### config.mk
export PLATFORM = sky130hd
export DESIGN_NAME = cu_mc
export DESIGN_NICKNAME = d
export VERILOG_FILES = /design/src/rtl/cu_mc.sv
export SDC_FILE = /design/constraint.sdc
export NUM_CORES = 1
export LEC_CHECK = 0
export BUFFER_PORTS_ARGS = -buffer_cell sky130_fd_sc_hd__buf_2
export CAP_MARGIN = 40
export CELL_PAD_IN_SITES_DETAIL_PLACEMENT = 1
export CELL_PAD_IN_SITES_GLOBAL_PLACEMENT = 1
export CORE_ASPECT_RATIO = 0.75
export CORE_MARGIN = 8
export CORE_UTILIZATION = 31
export CTS_BUF_LIST = sky130_fd_sc_hd__clkbuf_8
export CTS_CLUSTER_DIAMETER = 50
export DETAILED_ROUTE_END_ITERATION = 8
export GPL_ROUTABILITY_DRIVEN = 0
export PLACE_DENSITY = 0.89
export SETUP_SLACK_MARGIN = 0.4
export SYNTH_ARGS = -nofsm -noshare
export SYNTH_HDL_FRONTEND = slang
export SYNTH_SLANG_ARGS = --single-unit
### constraint.sdc
create_clock -name clk -period 2.3 [get_ports clk]
set_clock_uncertainty 0.1 [all_clocks]
set_input_delay 0.46 -clock clk [delete_from_list [all_inputs] [get_ports clk]]
set_output_delay 0.46 -clock clk [all_outputs]
set_load 0.1 [all_outputs]
### src/rtl/cu_mc.sv
// Multi-cycle CPU control unit: state sequencing, datapath control decode and
// optional saturating perf counters (enabled by defining CU_MC_PERF_CNT_EN).
module cu_mc #(
   parameter int OPW  = 4,
   parameter int CNTW = 16
) (
   input  logic            clk,
   input  logic            init,
   input  logic [OPW-1:0]  OPCcode,
   input  logic            memReady,
   output logic            wDataSrc,
   output logic            AluSrcB,
   output logic            memWrite,
   output logic            memRead,
   output logic            PCwrite,
   output logic            PCWriteCond,
   output logic            IRwrite,
   output logic            IorD,
   output logic            regWrite,
   output logic            move,
   output logic [1:0]      PCsrc,
   output logic [1:0]      AluSrcA,
   output logic [2:0]      ALU_OP,
   output logic            instrDone,
   output logic            halted,
   output logic            illegal,
   output logic [CNTW-1:0] instrCount,
   output logic [CNTW-1:0] stallCount
);

   // state    | meaning
   // IF / ID  | fetch (waits on memReady) / decode
   // LOAD1/2  | load address phase (waits) / register write-back
   // STORE    | store (waits); JUMP, BRANCHZ | PC update
   // RTL1/2   | register move compute / write
   // EXI / WB | immediate ALU op / write-back with held ALU_OP
   // HALT     | halted, absorbing;  TRAP | illegal opcode, absorbing
   typedef enum logic [3:0] {
      ST_IF, ST_ID, ST_LOAD1, ST_LOAD2, ST_STORE, ST_JUMP, ST_BRANCHZ,
      ST_RTL1, ST_RTL2, ST_EXI, ST_WB, ST_HALT, ST_TRAP
   } state_t;

   state_t     state_q, state_d, decode_st;
   logic [2:0] alu_op_q, alu_op_d, exi_alu;
   logic       upper_nz;

   generate
      if (OPW > 4) begin : g_upper
         assign upper_nz = |OPCcode[OPW-1:4];
      end else begin : g_no_upper
         assign upper_nz = 1'b0;
      end
   endgenerate

   always_comb begin
      decode_st = ST_TRAP;
      if (!upper_nz) begin
         case (OPCcode[3:0])
            4'b0000: decode_st = ST_LOAD1;
            4'b0001: decode_st = ST_STORE;
            4'b0010: decode_st = ST_JUMP;
            4'b0011: decode_st = ST_HALT;
            4'b0100: decode_st = ST_BRANCHZ;
            4'b1000: decode_st = ST_RTL1;
            4'b1100, 4'b1101, 4'b1110, 4'b1111: decode_st = ST_EXI;
            default: decode_st = ST_TRAP;
         endcase
      end
      case (OPCcode[1:0])
         2'b00:   exi_alu = 3'b001;
         2'b01:   exi_alu = 3'b010;
         2'b10:   exi_alu = 3'b011;
         default: exi_alu = 3'b100;
      endcase
   end

   always_comb begin
      state_d  = state_q;
      alu_op_d = (state_q == ST_EXI) ? exi_alu : alu_op_q;
      case (state_q)
         ST_IF:      if (memReady) state_d = ST_ID;
         ST_ID:      state_d = decode_st;
         ST_LOAD1:   if (memReady) state_d = ST_LOAD2;
         ST_STORE:   if (memReady) state_d = ST_IF;
         ST_RTL1:    state_d = ST_RTL2;
         ST_EXI:     state_d = ST_WB;
         ST_LOAD2, ST_JUMP, ST_BRANCHZ, ST_RTL2, ST_WB: state_d = ST_IF;
         ST_HALT:    state_d = ST_HALT;
         ST_TRAP:    state_d = ST_TRAP;
         default:    state_d = ST_IF;
      endcase
   end

   always_ff @(posedge clk) begin
      if (init) begin
         state_q  <= ST_IF;
         alu_op_q <= 3'b001;
      end else begin
         state_q  <= state_d;
         alu_op_q <= alu_op_d;
      end
   end

   always_comb begin
      wDataSrc    = 1'b0;
      AluSrcB     = 1'b0;
      memWrite    = 1'b0;
      memRead     = 1'b0;
      PCwrite     = 1'b0;
      PCWriteCond = 1'b0;
      IRwrite     = 1'b0;
      IorD        = 1'b0;
      regWrite    = 1'b0;
      move        = 1'b0;
      PCsrc       = 2'b00;
      AluSrcA     = 2'b00;
      ALU_OP      = 3'b001;
      instrDone   = 1'b0;
      halted      = 1'b0;
      illegal     = 1'b0;
      case (state_q)
         ST_IF: begin
            memRead = 1'b1;
            AluSrcA = 2'b01;
            AluSrcB = 1'b1;
            IRwrite = memReady;
            PCwrite = memReady;
         end
         ST_ID:      instrDone = (decode_st == ST_HALT);
         ST_LOAD1: begin
            memRead = 1'b1;
            IorD    = 1'b1;
         end
         ST_LOAD2: begin
            regWrite  = 1'b1;
            instrDone = 1'b1;
         end
         ST_STORE: begin
            memWrite  = 1'b1;
            IorD      = 1'b1;
            instrDone = memReady;
         end
         ST_JUMP: begin
            PCsrc     = 2'b10;
            PCwrite   = 1'b1;
            instrDone = 1'b1;
         end
         ST_BRANCHZ: begin
            AluSrcA     = 2'b10;
            PCsrc       = 2'b01;
            PCWriteCond = 1'b1;
            ALU_OP      = 3'b010;
            instrDone   = 1'b1;
         end
         ST_RTL1: begin
            AluSrcA = 2'b10;
            ALU_OP  = 3'b000;
         end
         ST_RTL2: begin
            move      = 1'b1;
            regWrite  = 1'b1;
            wDataSrc  = 1'b1;
            ALU_OP    = 3'b000;
            instrDone = 1'b1;
         end
         ST_EXI:     ALU_OP = exi_alu;
         ST_WB: begin
            regWrite  = 1'b1;
            wDataSrc  = 1'b1;
            ALU_OP    = alu_op_q;
            instrDone = 1'b1;
         end
         ST_HALT: begin
            ALU_OP = 3'b000;
            halted = 1'b1;
         end
         ST_TRAP: begin
            ALU_OP  = 3'b000;
            illegal = 1'b1;
         end
         default: ALU_OP = 3'b001;
      endcase
      // reset overrides everything, including the ALU_OP default
      if (init) begin
         wDataSrc    = 1'b0;
         AluSrcB     = 1'b0;
         memWrite    = 1'b0;
         memRead     = 1'b0;
         PCwrite     = 1'b0;
         PCWriteCond = 1'b0;
         IRwrite     = 1'b0;
         IorD        = 1'b0;
         regWrite    = 1'b0;
         move        = 1'b0;
         PCsrc       = 2'b00;
         AluSrcA     = 2'b00;
         ALU_OP      = 3'b000;
         instrDone   = 1'b0;
         halted      = 1'b0;
         illegal     = 1'b0;
      end
   end

`ifdef CU_MC_PERF_CNT_EN
   logic [CNTW-1:0] instr_cnt_q, stall_cnt_q;
   logic            stall;

   assign stall = ((state_q == ST_IF) || (state_q == ST_LOAD1) ||
                   (state_q == ST_STORE)) && !memReady;

   always_ff @(posedge clk) begin
      if (init) begin
         instr_cnt_q <= '0;
         stall_cnt_q <= '0;
      end else begin
         if (instrDone && (instr_cnt_q != '1)) instr_cnt_q <= instr_cnt_q + CNTW'(1);
         if (stall && (stall_cnt_q != '1))     stall_cnt_q <= stall_cnt_q + CNTW'(1);
      end
   end

   assign instrCount = instr_cnt_q;
   assign stallCount = stall_cnt_q;
`else
   assign instrCount = '0;
   assign stallCount = '0;
`endif

endmodule
* After elaboration in Yosys (flattened, before gate mapping)
Memory sizes are Yosys's and may differ from the RTL's.
Cells that the tools add are included.
** Operators by class
- Equal/unequal tests :: 18
- Multiplexer cells :: 37
- Reduce and logical (&&, ||, !) cells :: 10
** Operators with widths (number)
- case mux 4 bit (8 select lines) :: 1
- == test 4 bit (second input constant) :: 6
- two-way mux 1 bit :: 24
- == test 4 x 3 -> 1 bit (second input constant) :: 4
- two-way mux 4 bit :: 3
- case mux 3 bit (4 select lines) :: 1
- case mux 3 bit (3 select lines) :: 1
- == test 4 x 2 -> 1 bit (second input constant) :: 2
- case mux 2 bit (2 select lines) :: 2
- OR reduction 2 bit :: 4
- != test 2 bit (second input constant) :: 3
- OR reduction 5 bit :: 1
- == test 4 x 1 -> 1 bit (second input constant) :: 1
- logical NOT 4 bit :: 1
- two-way mux 2 bit :: 2
- OR reduction 4 bit :: 1
- two-way mux 3 bit :: 1
- case mux 1 bit (3 select lines) :: 1
- AND reduction 3 bit :: 1
- OR reduction 3 bit :: 1
- == test 2 x 1 -> 1 bit (second input constant) :: 1
- == test 2 bit (second input constant) :: 1
- logical NOT 2 bit :: 1
- case mux 1 bit (2 select lines) :: 1
** Word-level totals
- Bits in registers :: 7
- Logic and storage cells :: 68
- ROM bits :: 64
- Output and inout bits :: 52
- Input port bits :: 7
- Memories :: 1
** Memories
- (no name shown) :: words 16, width 4, read ports 1, clocked after Yosys merged registers in 0, wr ports 0, RTL line 58 : case (OPCcode[3:0])

* Logic depth before layout (Yosys ltp)
Gate-level depths: netlist of run 1.
- Depth in word-level cells :: 4
- Mapped depth :: 6
- Gate-level depth less buffers :: 6

* Worst setup path after synthesis of run 1
Ideal clock, no wire load.
- Kind :: input to output
- Start point :: in init
- End point :: out PCwrite
- Path buffers :: 1
- Data arrival time :: 3684 ps
- Path slack :: -1944 ps
- Cell stages on the path :: 5
- Cells stage by stage :: buf_2 or3_4 nor3_2 and2_1 or2_2
** Between the ends
- Word-level cells in the longest chain between the ends :: 1
** RTL lines
- from (decl) :: RTL line 8 : input logic init,
- two-way mux 1 bit :: RTL line 184 : if (init) begin
- to (decl) :: RTL line 15 : output logic PCwrite,
Every way passes these cells.

* Worst setup path in the final report of run 1
- Start point :: in OPCcode[1]
- End point :: out instrDone
** Between the ends
- Word-level cells in the longest chain between the ends :: 4
** RTL lines
- from (decl) :: RTL line 9 : input logic [OPW-1:0] OPCcode,
- memory (16 x 4 bit)
- == test 4 bit :: RTL line 129 : ST_ID: instrDone = (decode_st == ST_HALT);
- case mux 1 bit (3 select lines) :: RTL line 121 : case (state_q)
- two-way mux 1 bit :: RTL line 184
- to (decl) :: RTL line 24 : output logic instrDone,
Every way passes these cells.

==> run metrics, run 1 <==
status finished, violations left; uppermost layer routed met4; Post-Route WL between 7 and 8 mm; WS Path Type in -> out; final worst slack -0.212 ns; vias in the first global route ~1400; Top delay family on crit path compound AO/OA/AOI/OAI gates; crit-path max FO 3; worst slew pin tran 0.541 ns; HP Class reg -> reg; starting density of the core 0.327; Tot Pwr 1.66 mW; # DRC 0; fin crit period 2.51 ns; Worst-path clk slew approximately 0.040 ns; total number of vias 1368; vias per cell about 5.5; Port Buffers 26; Synth top cells by count buf_4 (35), nor2_1 (9), nor3_1 (8), o21ai_0 (8); Synth top area share 0.243; # diodes 0; grt ovf 0; Setup TNS -0.841 ns; Total Routing Usage GR 0.208; num rows 18; Top cell by count, worst path buf_12; Post-Place Setup Slack -0.253 ns; critical path's largest stage delay around 0.43 ns; layout cell share with drive strength beyond 1 0.616; Slew Viols, Final 0; routed len/inst between 20 and 30 um; first-pass GRT wire length between 8 and 9 mm; DRT iter0 DRCs between 100 and 150; Seq cells post-synth 7; Post-synth EDFFs 0; Mapped Cells roughly 150; violated checks negative setup slack; worst path bufs/invs 3; detailed placement HPWL ~3.5 mm; Primary FF master, synth dfxtp_1; clock latency on the worst-skew pair roughly 0.25 ns; fin nets 224; worst hold margin about 0.43 ns; Die Y-Extent approximately 67 um; Max IR drop VDD between 0.0005 and 0.0006 V; drt first pass iters 4; CTS buffer count 3; endpoints failing hold 0; initial antenna violation count 0; wl on met1 roughly 2.8 mm; Synth area leaders buf_4 (24%), dfxtp_1 (13%), ha_1 (5.8%); WL met2 3.69 mm; post-synth top area cell buf_4; crit share post-route 1.09; critical path capture point type primary output; Finished Core Util 0.707; syn_area_per_cell around 7.4 um2; slowest CP cell a2111oi_4; Area growth, synth to finish 116%; I/O pin count slightly below 60; met3 wire length between 500 and 600 um; required time worst endpoint around 1.7 ns; max cap viols 0; Worst Path Arrival 1.95 ns; dpl cell area 1680 um2; f_max between 300 and 400 MHz; Final setup viols 11; Core ar. 3310 um2; leakage power 0.948 nW; mapped cell area approximately 1100 um2; clock buffer depth 2; CTS Hold Bufs 0; largest net degree at the start of global routing 19; cell total after placement 220; Worst slew margin 0.638; sequential area share after synthesis 0.130; CTS tree built; crit-path cells buf_12 -> inv_8 -> ha_4 -> nor2b_1 -> o31a_1 -> nand4_1 -> a2111oi_4 -> buf_12; CP Launch Type input pin; H-tree levels 1; unique cell type count in the Yosys netlist between 40 and 50; Synth Warn # 0; clock root buffer clkbuf_8; top-count cell post-synth buf_4; Post-Layout Cell Count 251; Async SR Flop Fraction 0; Die ar. between 5000 and 6000 um2; fin area 2340 um2; PD cells approximately 700 nW/um2; CTS Sinks 7; RSZ-0062 raised after global routing yes; chip width 84.2 um; post-detailed-route count of antenna-violating nets 0
-- power breakdown --
group	total, mW	leakage, nW	internal, mW	switching [mW]
Combinational	1.30	0.861	0.463	0.836
Sequential	0.165	0.0598	0.137	0.0285
Clock	0.192	0.0269	0.117	0.0747
-- layout by cell type (no fill, tap or decap), types with 4 or more instances in the layout --
master and count:
a21oi_1 5, buf_12 26, buf_2 4, buf_4 21, buf_6 22, conb_1 32, dfxtp_4 4, nand2_1 6
nand2b_4 4, nand3b_1 4, nor2_4 6, nor3_4 8, o21ai_0 7
-- layer usage --
layer / track usage / vias up
met1: 0.227 / 692
li1: - / 572
met5: 0 / -
met2: 0.368 / 88
met4: 0.0966 / 0
met3: 0.0661 / 16
-- tightest hold or removal path, stage by stage, from the launching register on --
cell	delay [ns]
dfxtp_1	0.32
o21ai_0	0.09
a21oi_1	0.07
-- cells by family (layout without fill, tap and decap cells) --
| group | after synthesis | count (layout) | share of synthesized area |
|---|---|---|---|
| AO/OA/AOI/OAI | 28 | 28 | 0.179 |
| XOR/XNOR | 2 | 2 | 0.0162 |
| adder cells (fa/ha/maj) | 5 | 5 | 0.0579 |
| buffers and inverters | 48 | 81 | 0.303 |
| flip-flops | 7 | 7 | 0.130 |
| multiplexers | 1 | 1 | 0.0104 |
| other | 1 | 32 | 0.00347 |
| AND/OR/NAND/NOR | 55 | 55 | 0.300 |
-- registers in the layout (all words and copies together) (netlist names) --
name,flops
state_q,4
alu_op_q,3
-- area by class of cell --
class / count / area [um2]
Fill cell: 340 / 971
Multi-Input combinational cell: 123 / 1100
Sequential cell: 7 / 155
Inverter: 3 / 26.3
Timing Repair Buffer: 74 / 961
Clock buffer: 3 / 41.3
Clock inverter: 1 / 3.75
Tap cell: 40 / 50.0
-- worst paths after layout --
kind | cells past startpoint | start | slack [ns] | end
min | 2 | alu_op_q[1] | 0.43 | alu_op_q[1]
min reg2reg | 2 | alu_op_q[1] | 0.43 | alu_op_q[1]
max reg2reg | 9 | state_q[1] | 0.36 | state_q[3]
max | 8 | OPCcode[1] | -0.21 | instrDone
-- repair_timing --
item / CTS / global route
gates resized for setup: 67 / 29
setup buffers: 13 / 14
pin swaps: 16 / 20
endpoints found under the setup margin: 20 / 22
Note: power is estimated with default switching activity, not from simulation.
==> run 2, diff against run 1 <==
- CORE_UTILIZATION: 31 -> 30
- CTS_BUF_LIST: sky130_fd_sc_hd__clkbuf_8 -> unset
- PLACE_DENSITY: 0.89 -> 0.87
- clock period: 2.3 -> 2.45 ns (I/O delays scaled with it)
==> run metrics, run 2 (synthesis results as in run 1) <==
status finished, violations left (unchanged); violated checks negative setup slack (unchanged); vias per cell 4.81 (was 5.45); RSZ-0062 raised after global routing yes (unchanged); layout cell share with drive strength beyond 1 0.529 (was 0.616); Clk pwr share 0.135 (was 0.116); CTS Hold Bufs 0 (unchanged); crit-path cells buf_8 -> clkinvlp_4 -> ha_4 -> nor2b_1 -> o31a_1 -> nand4_1 -> a2111oi_4 -> buf_12 (was buf_12 -> inv_8 -> ha_4 -> nor2b_1 -> o31a_1 -> nand4_1 -> a2111oi_4 -> buf_12); first-pass GRT wire length 6.11 mm (was 8.85 mm); Largest regs state_q x4, alu_op_q x3 (unchanged); Die ar. 5800 um2 (was 5650 um2); HP Class reg -> reg (unchanged); Total Routing Usage GR 0.134 (was 0.208); WS Path Type in -> out (unchanged); most common cell after layout, fill and taps aside conb_1 (unchanged); max cap viols 0 (unchanged); fin crit period roughly 2.5 ns; drt first pass iters 4 (unchanged); PD cells 646 nW/um2 (was 708 nW/um2); logic gate share of total power 0.734 (was 0.785); Final setup viols 2 (was 11); Port Buffers 26 (unchanged); sw frac 0.576 (was 0.567); H-tree levels 1 (unchanged); slowest CP cell a2111oi_4 (unchanged); fin nets 204 (was 224); I/O pin count 59 (unchanged); Largest Register state_q (unchanged); critical path capture point type primary output (unchanged); Die Y-Extent 68.0 um (was 67.1 um); leakage power 0.801 nW (was 0.948 nW); Post-Place Setup Slack -0.157 ns (was -0.253 ns); Flop pwr share 0.131 (was 0.100); Switch Pwr 738 uW (was 939 uW); met1 Use GR 0.160 (was 0.227); vias in the first global route 1157 (was 1386); starting density of the core 0.303 (was 0.327); f_max between 300 and 400 MHz; Tot Pwr 1.28 mW (was 1.66 mW); Worst-path clk slew 0.04 ns (about the same); max reg flops 4 (unchanged); # fillers 402 (was 340); grt ovf 0 (unchanged); crit-path max FO 3 (unchanged); met2 Track Usage GR 0.231 (was 0.368); Core ar. 3570 um2 (was 3310 um2); worst hold margin 0.403 ns (was 0.430 ns); initial antenna violation count 0 (unchanged); Slew Viols, Final 0 (unchanged); largest net degree at the start of global routing 19 (unchanged); chip width 85.3 um (was 84.2 um); Area growth, synth to finish 83.4% (was 116%); Worst Path Arrival 1.96 ns (was 1.95 ns); CTS buffer count 3 (unchanged); CTS tree built (unchanged); GRT met3 Usage 0.0516 (was 0.0661); CP Launch Type input pin (unchanged); final worst slack -0.0974 ns (was -0.212 ns); CTS Sinks 7 (unchanged); Max IR drop VDD 0.000354 V (was 0.000547 V); num rows 19 (was 18); crit share post-route 1.04; Post-Route WL 4.06 mm (was 7.27 mm); DRT iter0 DRCs 47 (was 124); clock root buffer clkbuf_8 (unchanged); total number of vias 1121 (was 1368); internal power 543 uW (was 716 uW); required time worst endpoint 1.86 ns (was 1.74 ns); endpoints failing hold 0 (unchanged); clock latency on the worst-skew pair 0.24 ns (was 0.25 ns); # DRC 0 (unchanged); clock buffer depth 2 (unchanged); busiest grt layer met2 (unchanged); critical path's largest stage delay 0.38 ns (was 0.43 ns); routed len/inst 17.4 um (was 29.0 um); post-detailed-route count of antenna-violating nets 0 (unchanged); detailed placement HPWL 2.90 mm (was 3.50 mm); # diodes 0 (unchanged); commonest cells after routing, fill and taps aside conb_1 (32), buf_12 (21), buf_4 (15), buf_6 (13), o21ai_0 (8) (was conb_1 (32), buf_12 (26), buf_6 (22), buf_4 (21), nor3_4 (8))
run 2: power by group through the flow:
stage | clock (mW) | combinational (mW) | sequential, mW
finish | 0.173 | 0.941 | 0.168
global route | 0.186 | 0.978 | 0.171
CTS | 0.174 | 0.870 | 0.164
detailed placement | 0 | 0.845 | 0.163
global placement | 0 | 0.833 | 0.160
floorplan | 0 | 0.733 | 0.135
run 2: final cells by class:
type | count | area (um2) | area share
inverter | 3 | 17.5 | 0.00883
tap | 42 | 52.6 | 0.0265
clock buffer | 4 | 45.0 | 0.0227
sequential | 7 | 153 | 0.0770
multi-input combinational | 123 | 1000 | 0.505
timing repair buffer | 54 | 714 | 0.360
run 2: worst paths after layout:
path / endpoint / slack (ns) / from / cells after the start
hold / removal: alu_op_q[2] / 0.40 / alu_op_q[2] / 2
setup / recovery: instrDone / -0.1 / OPCcode[0] / 8
hold reg to reg: alu_op_q[2] / 0.40 / alu_op_q[2] / 2
setup reg to reg: state_q[0] / 0.57 / state_q[2] / 5
run 2: through the flow:
stage          area [um2]  utilization  setup TNS (ns)  std cells
5_1_grt              1980        0.556          -0.274        233
3_5_place_dp         1680        0.471          -0.197        217
6_report             1980        0.556          -0.159        233
2_1_floorplan        1470            -           -3.99        178
3_3_place_gp         1680        0.471         -0.0792        217
4_1_cts              1820        0.512          -0.119        223
run 2: routing by layer:
layer / part of all wire / vias up / routed length [um]
li1: - / 533 / -
met1: 0.43 / 543 / 1740
met2: 0.50 / 41 / 2030
met3: 0.058 / 4 / 237
met4: 0.013 / 0 / 51
met5: 0 / - / 0
run 2: critical path, delay by kind of cell:
kind                       cells  cell delay (ns)
AOI/OAI and AO/OA              2             0.55
buffers and inverters          3             0.43
and+or+nand+nor                2             0.28
adders and majority gates      1             0.20
run 2: timing repair:
item | CTS | global route
resized for setup | 24 | 22
endpoints found under the setup margin | 16 | 16
setup buffers | 2 | 10
pin swaps | 8 | 12
gates cloned | 0 | 0
==> run 3, diff against run 2 <==
- HOLD_SLACK_MARGIN: unset -> 0.08
- SETUP_SLACK_MARGIN: 0.4 -> 0.02
==> run metrics, run 3 (synthesis results as in run 1) <==
RR Startpoint state_q[3] (was state_q[2]); PD cells 668 nW/um2 (was 646 nW/um2); Largest regs state_q x4, alu_op_q x3 (unchanged); Worst Path Arrival 1.81 ns (was 1.96 ns); commonest cells after routing, fill and taps aside conb_1 (32), buf_12 (20), buf_4 (18), nor2_1 (8), o21ai_0 (8) (was conb_1 (32), buf_12 (21), buf_4 (15), buf_6 (13), o21ai_0 (8)); crit share post-route 0.979 (was 1.04); total number of vias 1057 (was 1121); clock latency on the worst-skew pair 0.23 ns (was 0.24 ns); min-delay src alu_op_q[2] (unchanged); critical path capture point type primary output (unchanged); CTS Sinks 7 (unchanged); post-detailed-route count of antenna-violating nets 0 (unchanged); Port Buffers 26 (unchanged); starting density of the core 0.303 (unchanged); Post-Route WL 3.90 mm (was 4.06 mm); Core ar. 3570 um2 (unchanged); clock buffer depth 2 (unchanged); CTS tree built (unchanged); DRT iter0 DRCs 40 (was 47); Worst-path clk slew 0.05 ns (was 0.04 ns); most common cell after layout, fill and taps aside conb_1 (unchanged); max reg flops 4 (unchanged); Hold Crit Depth 2 (unchanged); crit-path max FO 19 (was 3); Area growth, synth to finish 64.5% (was 83.4%); CTS Hold Bufs 0 (unchanged); required time worst endpoint 1.86 ns (about the same); Max IR drop VDD 0.000430 V (was 0.000354 V); # DRC 0 (unchanged); drt first pass iters 4 (unchanged); I/O pin count 59 (unchanged); max cap viols 0 (unchanged); H-tree levels 1 (unchanged); Post-Layout Cell Count 224 (was 233); area of the multi-input gates 923 um2 (was 1000 um2); leakage power 0.721 nW (was 0.801 nW); layout cell share with drive strength beyond 1 0.467 (was 0.529); fin crit period 2.40 ns (was 2.55 ns); first-pass GRT wire length 5.96 mm (was 6.11 mm); f_max 417 MHz (was 393 MHz); routed len/inst 17.4 um (about the same); CTS buffer count 3 (unchanged); RSZ-0062 raised after global routing yes (unchanged); grt ovf 0 (unchanged); CP startpoint state_q[3] (was OPCcode[0]); # diodes 0 (unchanged); Final setup viols 0 (was 2); register area 146 um2 (was 153 um2); status complete, no violations (was finished, violations left); Worst Reg-to-Reg Cells 6 (was 5); Slew Viols, Final 0 (unchanged); chip width 85.3 um (unchanged); fin area 1780 um2 (was 1980 um2); fin nets 195 (was 204); detailed placement HPWL 3.06 mm (was 2.90 mm); HP Class reg -> reg (unchanged); CP Launch Type flip-flop (was input pin); initial antenna violation count 0 (unchanged); Largest Register state_q (unchanged); endpoints failing hold 0 (unchanged); cell total after placement 216 (was 217); WS Path Type reg -> out (was in -> out); clock root buffer clkbuf_8 (unchanged); # fillers 414 (was 402); Total Routing Usage GR 0.130 (was 0.134); vias per cell 4.72 (was 4.81); Die Y-Extent 68.0 um (unchanged); dpl cell area 1600 um2 (was 1680 um2); vias in the first global route 1145 (was 1157); Die ar. 5800 um2 (unchanged); largest net degree at the start of global routing 20 (was 19); num rows 19 (unchanged)
run 3: cell types whose count changed in the layout (fill, tap and decap cells not counted), moves of 2 or more:
cell / before / now
buf_4: 15 / 18
buf_6: 13 / 1
dfxtp_4: 3 / 1
nand2b_1: 2 / 4
nand2b_4: 4 / 1
nor2_1: 4 / 8
nor2_4: 4 / 0
nor3_2: 2 / 6
nor3_4: 6 / 3
run 3: final timing paths:
kind	to	slack, ns
worst max register to register	state_q[0]	0.55
worst min-delay path	alu_op_q[2]	0.40
worst max-delay path	ALU_OP[0]	0.05
worst min register to register	alu_op_q[2]	0.40
run 3: final cells by class:
type / count / area share
inverter: 3 / 0.0134
tap: 42 / 0.0296
timing repair buffer: 45 / 0.330
multi-input combinational: 123 / 0.519
sequential: 7 / 0.0823
clock buffer: 4 / 0.0253
run 3: report_power, final:
part | internal (mW) | switching, mW | leakage, nW | total, mW
sequential | 0.128 | 0.0175 | 0.0584 | 0.146
clock | 0.113 | 0.0575 | 0.0228 | 0.171
combinational | 0.239 | 0.632 | 0.640 | 0.871
run 3: per-layer routing:
metal | share of wire | global-route usage | vias to the layer above
met3 | 0.024 | 0.0120 | 6
met1 | 0.43 | 0.154 | 515
met5 | 0 | 0 | -
met4 | 0.019 | 0.0391 | 0
met2 | 0.52 | 0.248 | 28
li1 | - | - | 508
run 3: per-stage QoR:
stage | utilization | total power [mW] | setup slack, ns | TNS (ns) | hold slack (ns)
after floorplan | - | 0.822 | -0.975 | -4.88 | 0.354
after global placement | 0.447 | 0.948 | -0.00513 | -0.00513 | 0.365
after detailed placement | 0.447 | 0.971 | -0.0768 | -0.0768 | 0.395
after CTS | 0.481 | 1.16 | -0.00839 | -0.00839 | 0.402
after global routing | 0.499 | 1.23 | -0.0157 | -0.0181 | 0.424
final | 0.499 | 1.19 | 0.0517 | 0 | 0.399
run 3: worst max-delay path, stage by stage, from the launching register on:
cell     delay, ns
dfxtp_1       0.36
buf_4         0.28
nor2b_1       0.11
buf_4         0.17
a22o_1        0.25
a31oi_4       0.21
buf_12        0.19
run 3: timing repair:
action | in CTS | in global routing
setup buffers | 1 | 3
pin swaps | 6 | 6
gates resized for setup | 19 | 12
setup endpoints to repair | 3 | 3
